===== src/rtl/eth_rx_frame_gen.sv =====
// ---------------------------------------------------------------------------
// eth_rx_frame_gen
//
// Ethernet receive-stream source. Drives the 64-bit AXI-Stream RX interface
// that a 10G MAC would present to the adapter datapath (no tready). On start
// it emits frame_count frames of FRAME_LEN bytes. Each frame has a fixed
// DST/SRC/EtherType header followed by an incrementing payload that is seeded
// with the frame index. Idle gaps of IFG_CYCLES separate the frames.
//
// Ports:
//   eth_clk        in   1   stream clock
//   sys_rst_n      in   1   asynchronous active-low reset
//   start          in   1   one-cycle burst request (ignored while busy)
//   frame_count    in  16   frames in the burst, sampled with start (0 = ignore)
//   busy           out  1   burst in progress
//   done           out  1   one-cycle pulse after the final beat of the burst
//   frames_sent    out 16   frames completed in the current/last burst
//   eth_rx_tvalid  out  1   beat valid
//   eth_rx_tdata   out 64   beat data, byte k on [8k+7:8k]
//   eth_rx_tkeep   out  8   contiguous byte enables from bit 0
//   eth_rx_tlast   out  1   last beat of frame
//   eth_rx_tuser   out  1   on tlast: 1 = good frame, 0 = bad frame
// ---------------------------------------------------------------------------
module eth_rx_frame_gen #(
    parameter int unsigned FRAME_LEN  = 64,
    parameter int unsigned IFG_CYCLES = 3,
    parameter logic [47:0] DST_MAC    = 48'h02_00_00_00_00_01,
    parameter logic [47:0] SRC_MAC    = 48'h02_00_00_00_00_02,
    parameter logic [15:0] ETHERTYPE  = 16'h0800,
    parameter int unsigned BAD_EVERY  = 0
) (
    input  logic        eth_clk,
    input  logic        sys_rst_n,
    input  logic        start,
    input  logic [15:0] frame_count,
    output logic        busy,
    output logic        done,
    output logic [15:0] frames_sent,
    output logic        eth_rx_tvalid,
    output logic [63:0] eth_rx_tdata,
    output logic [7:0]  eth_rx_tkeep,
    output logic        eth_rx_tlast,
    output logic        eth_rx_tuser
);

    localparam int unsigned NBEATS    = (FRAME_LEN + 7) / 8;
    localparam logic [10:0] LAST_BEAT = 11'(NBEATS - 1);
    localparam logic [13:0] LEN_B     = 14'(FRAME_LEN);
    localparam int unsigned TAIL      = FRAME_LEN % 8;
    localparam logic [7:0]  LAST_KEEP = (TAIL == 0) ? 8'hFF : 8'((1 << TAIL) - 1);
    localparam logic [15:0] GAP_LOAD  = (IFG_CYCLES > 0) ? 16'(IFG_CYCLES - 1) : 16'd0;
    localparam int unsigned BAD_DIV   = (BAD_EVERY == 0) ? 1 : BAD_EVERY;
    localparam logic [111:0] HDR      = {DST_MAC, SRC_MAC, ETHERTYPE};

    typedef enum logic [1:0] {
        S_IDLE,
        S_SEND,
        S_GAP
    } state_t;

    state_t      state_q, state_d;
    logic [10:0] beat_q, beat_d;
    logic [15:0] gap_q, gap_d;
    logic [15:0] count_q, count_d;
    logic [15:0] sent_q, sent_d;
    logic        busy_q, busy_d;
    logic        done_q, done_d;
    logic        tvalid_q, tvalid_d;
    logic [63:0] tdata_q, tdata_d;
    logic [7:0]  tkeep_q, tkeep_d;
    logic        tlast_q, tlast_d;
    logic        tuser_q, tuser_d;

    // Beat contents for frame index f (low byte only matters) and beat b.
    // Bytes past FRAME_LEN are forced to zero.
    function automatic logic [63:0] beat_data(input logic [7:0] f8, input logic [10:0] b);
        logic [63:0] d;
        logic [13:0] idx;
        logic [3:0]  hsel;
        d = '0;
        for (int unsigned k = 0; k < 8; k++) begin
            idx = {b, 3'b000} + 14'(k);
            if (idx < 14'd14) begin
                // Header is stored MSB-first: byte 0 sits in HDR[111:104].
                hsel = 4'd13 - idx[3:0];
                d[8*k +: 8] = 8'(HDR >> {hsel, 3'b000});
            end else if (idx < LEN_B) begin
                d[8*k +: 8] = f8 + idx[7:0] - 8'd14;
            end
        end
        return d;
    endfunction

    function automatic logic is_bad(input logic [15:0] f);
        return (BAD_EVERY != 0) && (((32'(f) + 32'd1) % BAD_DIV) == 0);
    endfunction

    logic        load;
    logic [15:0] f_n;
    logic [10:0] b_n;
    logic [15:0] sent_inc;
    logic        last_n;

    assign sent_inc = sent_q + 16'd1;

    always_comb begin
        state_d  = state_q;
        beat_d   = beat_q;
        gap_d    = gap_q;
        count_d  = count_q;
        sent_d   = sent_q;
        busy_d   = busy_q;
        done_d   = 1'b0;
        tvalid_d = 1'b0;
        tdata_d  = '0;
        tkeep_d  = '0;
        tlast_d  = 1'b0;
        tuser_d  = 1'b0;
        load     = 1'b0;
        f_n      = sent_q;
        b_n      = '0;
        last_n   = 1'b0;

        // The output registers always hold the beat being presented, so each
        // branch decides what the *next* cycle shows and requests a load.
        case (state_q)
            S_IDLE: begin
                if (start && (frame_count != 16'd0)) begin
                    count_d = frame_count;
                    sent_d  = '0;
                    busy_d  = 1'b1;
                    state_d = S_SEND;
                    load    = 1'b1;
                    f_n     = '0;
                end
            end
            S_SEND: begin
                if (beat_q != LAST_BEAT) begin
                    load = 1'b1;
                    b_n  = beat_q + 11'd1;
                end else begin
                    sent_d = sent_inc;
                    if (sent_inc == count_q) begin
                        state_d = S_IDLE;
                        busy_d  = 1'b0;
                        done_d  = 1'b1;
                    end else if (IFG_CYCLES > 0) begin
                        state_d = S_GAP;
                        gap_d   = GAP_LOAD;
                    end else begin
                        load = 1'b1;
                        f_n  = sent_inc;
                    end
                end
            end
            S_GAP: begin
                if (gap_q == 16'd0) begin
                    state_d = S_SEND;
                    load    = 1'b1;
                end else begin
                    gap_d = gap_q - 16'd1;
                end
            end
            default: begin
                state_d = S_IDLE;
                busy_d  = 1'b0;
            end
        endcase

        if (load) begin
            last_n   = (b_n == LAST_BEAT);
            beat_d   = b_n;
            tvalid_d = 1'b1;
            tdata_d  = beat_data(f_n[7:0], b_n);
            tkeep_d  = last_n ? LAST_KEEP : 8'hFF;
            tlast_d  = last_n;
            tuser_d  = last_n && !is_bad(f_n);
        end
    end

    always_ff @(posedge eth_clk or negedge sys_rst_n) begin
        if (!sys_rst_n) begin
            state_q  <= S_IDLE;
            beat_q   <= '0;
            gap_q    <= '0;
            count_q  <= '0;
            sent_q   <= '0;
            busy_q   <= 1'b0;
            done_q   <= 1'b0;
            tvalid_q <= 1'b0;
            tdata_q  <= '0;
            tkeep_q  <= '0;
            tlast_q  <= 1'b0;
            tuser_q  <= 1'b0;
        end else begin
            state_q  <= state_d;
            beat_q   <= beat_d;
            gap_q    <= gap_d;
            count_q  <= count_d;
            sent_q   <= sent_d;
            busy_q   <= busy_d;
            done_q   <= done_d;
            tvalid_q <= tvalid_d;
            tdata_q  <= tdata_d;
            tkeep_q  <= tkeep_d;
            tlast_q  <= tlast_d;
            tuser_q  <= tuser_d;
        end
    end

    assign busy          = busy_q;
    assign done          = done_q;
    assign frames_sent   = sent_q;
    assign eth_rx_tvalid = tvalid_q;
    assign eth_rx_tdata  = tdata_q;
    assign eth_rx_tkeep  = tkeep_q;
    assign eth_rx_tlast  = tlast_q;
    assign eth_rx_tuser  = tuser_q;

endmodule


===== config.mk =====
export PLATFORM = sky130hd
export DESIGN_NAME = eth_rx_frame_gen
export DESIGN_NICKNAME = d
export VERILOG_FILES = /design/src/rtl/eth_rx_frame_gen.sv
export SDC_FILE = /design/constraint.sdc
export NUM_CORES = 1
export LEC_CHECK = 0
export CORE_MARGIN = 8
export CORE_UTILIZATION = 45
export CTS_BUF_LIST = sky130_fd_sc_hd__clkbuf_8
export CTS_CLUSTER_DIAMETER = 150
export CTS_CLUSTER_SIZE = 12
export DETAILED_ROUTE_END_ITERATION = 10
export GPL_ROUTABILITY_DRIVEN = 0
export PLACE_DENSITY = 0.72
export SLEW_MARGIN = 20
export SYNTH_ARGS = -nofsm -noshare
export SYNTH_HDL_FRONTEND = slang
export SYNTH_SLANG_ARGS = --single-unit

===== constraint.sdc =====
create_clock -name eth_clk -period 3.2 [get_ports eth_clk]
set_input_delay 0.8 -clock eth_clk [delete_from_list [all_inputs] [get_ports eth_clk]]
set_output_delay 0.8 -clock eth_clk [all_outputs]
set_load 0.02 [all_outputs]

==> summary.txt <==
Synth top area cells: dfrtp_1, xor2_1, ha_1, o21ai_0, nor2_1
Total power: 10.6 mW
Antenna violations before repair: 0
Warnings, synthesis: 0
Slowest CP cell: clkdlybuf4s50_1
Crit path largest cell delay: 0.50 ns
Core area: 15100 um^2
Avg Cell Area, Syn: 9.61 um^2
Tmin final: 3.14 ns
Period utilization: 0.980
Latest clock arrival within the worst-skew pair: 0.45 ns
Routed vias/inst: 5.58
Post-route ant nets: 0
Worst Path Buf+Inv: 6
Comb pwr share: 0.619
Most used DFF post-synth: dfrtp_1
CP Capture Type: register
Synth Register Bits: 125
DRT Pass-1 Iters: 5
Req. time, crit path: 3.50 ns
VDD IR max: 772 uV
Horiz. Die Dim: 140 um
Clock group share of total power: 0.142
Post-CTS Setup Repair Bufs: 0
DIE AREA: 19600 um^2
Post-synth top cells: dfrtp_1, nor2_1, nand2_1
Most frequent cell after synthesis: dfrtp_1
Yosys top cell by area: dfrtp_1
Synth Instances: 719
Net Sw Power: 4.68 mW
Cts bufs inserted: 17
Leakage: 4.28 nW
Max Cap Viol: 0
Setup TNS: 0 ns
Die H: 140 um
Nets: 949
Final hold vios: 0
Root buf cell: clkbuf_8
H-tree Lvls: 4
Pin count of the biggest net entering global routing: 72
Worst min path class: primary input to asynchronous set/reset pin
Hold slack: 0.302 ns
PD cells: 1120 nW/um^2
CTS tree: yes
Final wirelength: 19300 um
Synth top area share: 0.453
Rel. slew slack: 0.282
CP startpoint kind: primary input
Vias in the first global route: 6249
Sink Count: 125
Clk slew on worst S/H paths: 0.08 ns
Endpoint arrival time on the critical path: 3.44 ns
Setup Skew: 0.0112 ns
DPL Wire Length: 14400 um
I/O pins: 112
Crit-path max FO: 7
WL per Instance: 17.5 um
Clock Path Buffers: 2
P&R area growth vs syn: 37.4%
Final design utilization: 0.629
Delay-heaviest family, CP: buffers and inverters
Layout cells sized above 1: 0.216
Starting Density: 0.458
Filler cells: 1197
Number of synthesized flops with an enable pin: 0
CP Cell Sequence: clkdlybuf4s50_1 > nor3b_2 > buf_4 > nand2_2 > buf_4 > buf_4 > nand2_4 > inv_1 > ha_1 > fa_1 > buf_4 > a31oi_2 > xor2_1 > nor2_1
Rows: 45
Slew @ Worst Pin: 1.07 ns
Count of final setup violators: 0
N_diodes: 0
Slew Limit Fails: 0
GRT Total Usage: 0.198
Sequential group share of total power: 0.239
Setup Crit Path Kind: primary input to register
Syn_nets: 764
Internal: 5.96 mW
Post-synthesis instance area: 6910 um^2
Worst path most repeated cell: buf_4
First-pass GRT wire length: 31600 um
Fmax: 0.319 GHz
Post-synth ARST share: 1.00
I/O Buffers: 111
Switch share: 0.440
Status: finished clean
Grt ovf: 0
Count of cell types in the netlist: 63
Initial drt markers: 485
DRC errors left: 0
Vias: 6167
Sequential area share after synthesis: 0.453
-- cell families (layout without fill, tap and decap cells) --
logic type / after synthesis / count (layout) / share of synthesized area
muxes: 23 / 23 / 0.0368
buffers and inverters: 78 / 276 / 0.0531
AOI/OAI and AO/OA: 143 / 143 / 0.126
DFF: 125 / 125 / 0.453
adders and majority gates: 26 / 26 / 0.0525
and+or+nand+nor: 265 / 265 / 0.201
xor gates and xnor gates: 59 / 59 / 0.0768
-- cell type report --
class | count | area, um^2 | share of cell area
inverter | 29 | 109 | 0.0115
clock inverter | 13 | 174 | 0.0183
multi-input combinational | 516 | 3640 | 0.384
tap | 188 | 235 | 0.0248
clock buffer | 19 | 262 | 0.0276
sequential | 125 | 3130 | 0.330
timing repair buffer | 215 | 1940 | 0.204
-- path summary, 6_finish.rpt --
| check | startpoint | to | slack [ns] | cells after the start |
|---|---|---|---|---|
| worst min-delay path | sys_rst_n | count_q[10] | 0.30 | 1 |
| max in group asynchronous | sys_rst_n | eth_rx_tdata[11] | 2.16 | 2 |
| worst max register to register | beat_q[6] | eth_rx_tdata[22] | 0.20 | 12 |
| worst max-delay path | start | eth_rx_tdata[38] | 0.06 | 14 |
| min in group eth_clk | gap_q[9] | gap_q[9] | 0.53 | 2 |
| worst min register to register | gap_q[9] | gap_q[9] | 0.53 | 2 |
-- sequential cells by signal (all words and copies together), names as in the netlist --
register      count
beat_q           11
frames_sent      16
count_q          16
eth_rx_tdata     60
done              1
eth_rx_tuser      1
busy              1
gap_q            16
state_q           2
eth_rx_tkeep      1
-- power by group through the flow --
stage	Combinational (mW)	Clock (mW)	Sequential [mW]
6_report	6.58	1.51	2.54
5_1_grt	7.17	1.61	2.61
4_1_cts	6.39	1.54	2.54
3_5_place_dp	6.22	0	2.57
3_3_place_gp	6.05	0	2.54
2_1_floorplan	3.53	0	2.86
-- placed cells by master (no fill, tap or decap), types with 4 or more instances in the layout --
cell             synthesis  final
dlymetal6s2s_1           0      9
xor2_1                  31     31
or4_1                    6      6
a21o_1                   4      4
clkdlybuf4s50_1          0     95
clkbuf_8                 0     19
mux2i_1                  4      4
inv_2                    0      4
nor3b_1                  7      6
mux2_2                  19     19
a31oi_1                 19     15
xnor2_1                 27     27
nand3_1                 24     23
dfrtp_1                125    125
nor4_2                   2      5
a21oi_1                 27     21
o21ai_0                 49     47
nor3_1                  35     33
bufinv_16                0      4
fa_1                     5      4
ha_1                    21     16
ha_4                     0      5
a21oi_2                  0      4
and3_1                   6      6
nor2_1                  63     63
nand4_1                  9      9
o22ai_1                  7      7
nand2_1                 60     57
o31ai_1                  7      7
inv_1                   29     28
o21ai_1                  5      5
buf_4                   13    102
or3_1                   13     13
o21a_1                   4      4
nor4_1                  10      6
dlygate4sd2_1            0      4
a31oi_2                  0      4
nor2b_1                  6      4
-- layer usage --
metal / track usage / wire length (um) / part of all wire
met1: 0.248 / 8220 / 0.43
met2: 0.328 / 9490 / 0.49
met3: 0.0427 / 1190 / 0.062
met4: 0.0771 / 408 / 0.021
met5: 0 / 0 / 0
-- through the flow --
| stage | cell area (um^2) | setup slack [ns] | std cells |
|---|---|---|---|
| final | 9490 | 0.0647 | 1105 |
| after global routing | 9490 | -0.0230 | 1105 |
| after CTS | 9360 | 0.0244 | 1105 |
| after detailed placement | 8840 | -0.772 | 1073 |
| after global placement | 8840 | -0.688 | 1073 |
| after floorplan | 6950 | -0.0435 | 719 |
-- timing repair --
action                                  4_1_cts  5_1_grt
pin swaps                                     9       15
endpoints found under the setup margin       35       25
gates resized for setup                      25       28
hold buffers                                  0        0
No activity file was read; power rests on OpenSTA's default activity.
==> RTL change, RTL diff (config.mk and constraints unchanged) <==
Make the reset (`sys_rst_n`) synchronous in one clocked block. Comments in the files are not updated.
--- a/src/rtl/eth_rx_frame_gen.sv
+++ b/src/rtl/eth_rx_frame_gen.sv
@@ -178,7 +178,7 @@
         end
     end
 
-    always_ff @(posedge eth_clk or negedge sys_rst_n) begin
+    always_ff @(posedge eth_clk) begin
         if (!sys_rst_n) begin
             state_q  <= S_IDLE;
             beat_q   <= '0;
Formal check against the unedited RTL: differs if sys_rst_n is asserted again (counterexample within 4 cycles, from zero or initial values and one cycle with sys_rst_n low); with sys_rst_n held inactive, the same outputs for 10 cycles.
==> RTL change against the original RTL <==
Setup slack better by 0.0099 ns; critical endpoint is now eth_rx_tdata[39]$_SDFF_PP0_; fmax up 0.32%; cell area down 8.7%; routed wire length down 11%; first-iteration DRC count down 22%; synthesized area down 8.2%; sequential cell count unchanged.
Power is not compared: it rests on default switching activity, and its combinational part moved more than twofold at a synthesized area within 25%.
==> RTL change: results (changes against the original RTL) <==
<table>
<tr><th>Metric</th><th>Value</th></tr>
<tr><th colspan="2">Critical path</th></tr>
<tr><td>FF-to-FF path depth</td><td>13 (was 12)</td></tr>
<tr><td>Biggest fanout along the worst timing path</td><td>4 (was 7)</td></tr>
<tr><td>FF-to-FF Start</td><td>beat_q[1]$_SDFFE_PN0N_ (was beat_q[6]$_DFFE_PN0P_)</td></tr>
<tr><td>Endpoint of the most critical setup path</td><td>eth_rx_tdata[39]$_SDFF_PP0_ (was eth_rx_tdata[38]$_DFF_PN0_)</td></tr>
<tr><td>Startpoint of the most critical setup path</td><td>frame_count[12] (was start)</td></tr>
<tr><td>Critical-path cell with the highest stage delay</td><td>sky130_fd_sc_hd__fa_2 (was sky130_fd_sc_hd__clkdlybuf4s50_1)</td></tr>
<tr><td>Longest individual stage delay on the worst path</td><td>0.37 ns (was 0.50 ns)</td></tr>
<tr><td>Family with the most delay on the worst path</td><td>adder cells (was buffers and inverters)</td></tr>
<tr><td>Worst reg-to-reg setup slack</td><td>0.09 ns (was 0.20 ns)</td></tr>
<tr><th colspan="2">Timing</th></tr>
<tr><td>Transition time at the pin with the least slew margin</td><td>0.762 ns (was 1.07 ns)</td></tr>
<tr><td>Worst Clk Skew</td><td>0.0131 ns (was 0.0112 ns)</td></tr>
<tr><th colspan="2">Routing</th></tr>
<tr><td>Vias/cell</td><td>5.24 (was 5.58)</td></tr>
<tr><td>Iteration count of the initial detailed-routing pass</td><td>4 (was 5)</td></tr>
<tr><th colspan="2">Logic synthesis</th></tr>
<tr><td>Number of different library cells in the post-synthesis netlist</td><td>65 (was 63)</td></tr>
<tr><td>Sequential-to-total area share from yosys stat</td><td>39.5% (was 45.3%)</td></tr>
<tr><td>Synth async-reset ratio</td><td>0% (was 100%)</td></tr>
<tr><td>Leading cell types by count after synthesis</td><td>sky130_fd_sc_hd__dfxtp_1 (125), sky130_fd_sc_hd__nor2_1 (115), sky130_fd_sc_hd__nand2_1 (65) (was sky130_fd_sc_hd__dfrtp_1 (125), sky130_fd_sc_hd__nor2_1 (63), sky130_fd_sc_hd__nand2_1 (60))</td></tr>
<tr><td>Synth Net Count</td><td>794 (was 764)</td></tr>
<tr><th colspan="2">Finish</th></tr>
<tr><td>Fin nets</td><td>961 (was 949)</td></tr>
<tr><td>Share of final-layout standard cells stronger than drive strength 1</td><td>19.1% (was 21.6%)</td></tr>
<tr><th colspan="2">Global routing</th></tr>
<tr><td>Met2 global-route usage</td><td>29.1% (was 32.8%)</td></tr>
<tr><td>Vias in the first global route</td><td>5343 (was 6249)</td></tr>
<tr><td>GR met3 Demand/Resource</td><td>4.46% (was 4.27%)</td></tr>
<tr><td>All-Layer GR Usage</td><td>18.5% (was 19.8%)</td></tr>
<tr><td>Maximum number of pins on one net before global-route repair</td><td>47 (was 72)</td></tr>
<tr><th colspan="2">Outcome</th></tr>
<tr><td>Outcome</td><td>finished, final reports clean (unchanged)</td></tr>
<tr><th colspan="2">Placement</th></tr>
<tr><td>Instance area at placement</td><td>0.00807 mm2 (was 0.00884 mm2)</td></tr>
</table>
RTL change: cells by family after synthesis:
family | synth area share (%)
buffers and inverters | 6.27
AO/OA/AOI/OAI | 13.7
flip-flops | 39.5
adder cells (fa/ha/maj) | 5.92
XOR/XNOR | 8.68
AND/OR/NAND/NOR | 23.0
multiplexers | 3.00
RTL change: metrics by stage:
| step | setup slack, ns | hold slack, ns | TNS [ns] | std cells | power, uW |
|---|---|---|---|---|---|
| 6_report | 0.0746 | 0.479 | 0 | 1108 | 3430 |
| 5_1_grt | -0.0676 | 0.528 | -0.118 | 1108 | 3580 |
| 4_1_cts | 0.00346 | 0.483 | 0 | 1108 | 3440 |
| 3_5_place_dp | -0.733 | 0.463 | -22.24 | 1074 | 2060 |
| 3_3_place_gp | -0.636 | 0.461 | -17.45 | 1074 | 2050 |
| 2_1_floorplan | 0.00903 | 0.443 | 0 | 748 | 1880 |
RTL change: routing by layer:
metal | part of all wire, % | vias to the layer above | wire [um]
li1 | - | 2900 | -
met2 | 46 | 179 | 7960
met3 | 6.0 | 26 | 1040
met1 | 46 | 2697 | 7940
met4 | 1.9 | 0 | 329
met5 | 0 | - | 0
RTL change: repair_timing:
action                                  4_1_cts  5_1_grt
buffers inserted                              2        0
endpoints found under the setup margin       28       27
gates resized for setup                      17       33
pin swaps                                     8       10
RTL change: area by class of cell:
cell class	count	area [um2]
Timing Repair Buffer	203	1830
Clock inverter	15	161
Sequential cell	125	2500
Tap cell	180	225
Multi-Input combinational cell	540	3600
Clock buffer	17	234
Fill cell	1174	5170
Inverter	28	105
RTL change: power groups by stage:
stage	clock network (uW)	logic, uW	registers (uW)
after global placement	0	403	1650
after floorplan	0	210	1670
after detailed placement	0	408	1650
final	1400	423	1610
after global routing	1500	460	1620
after CTS	1420	415	1610
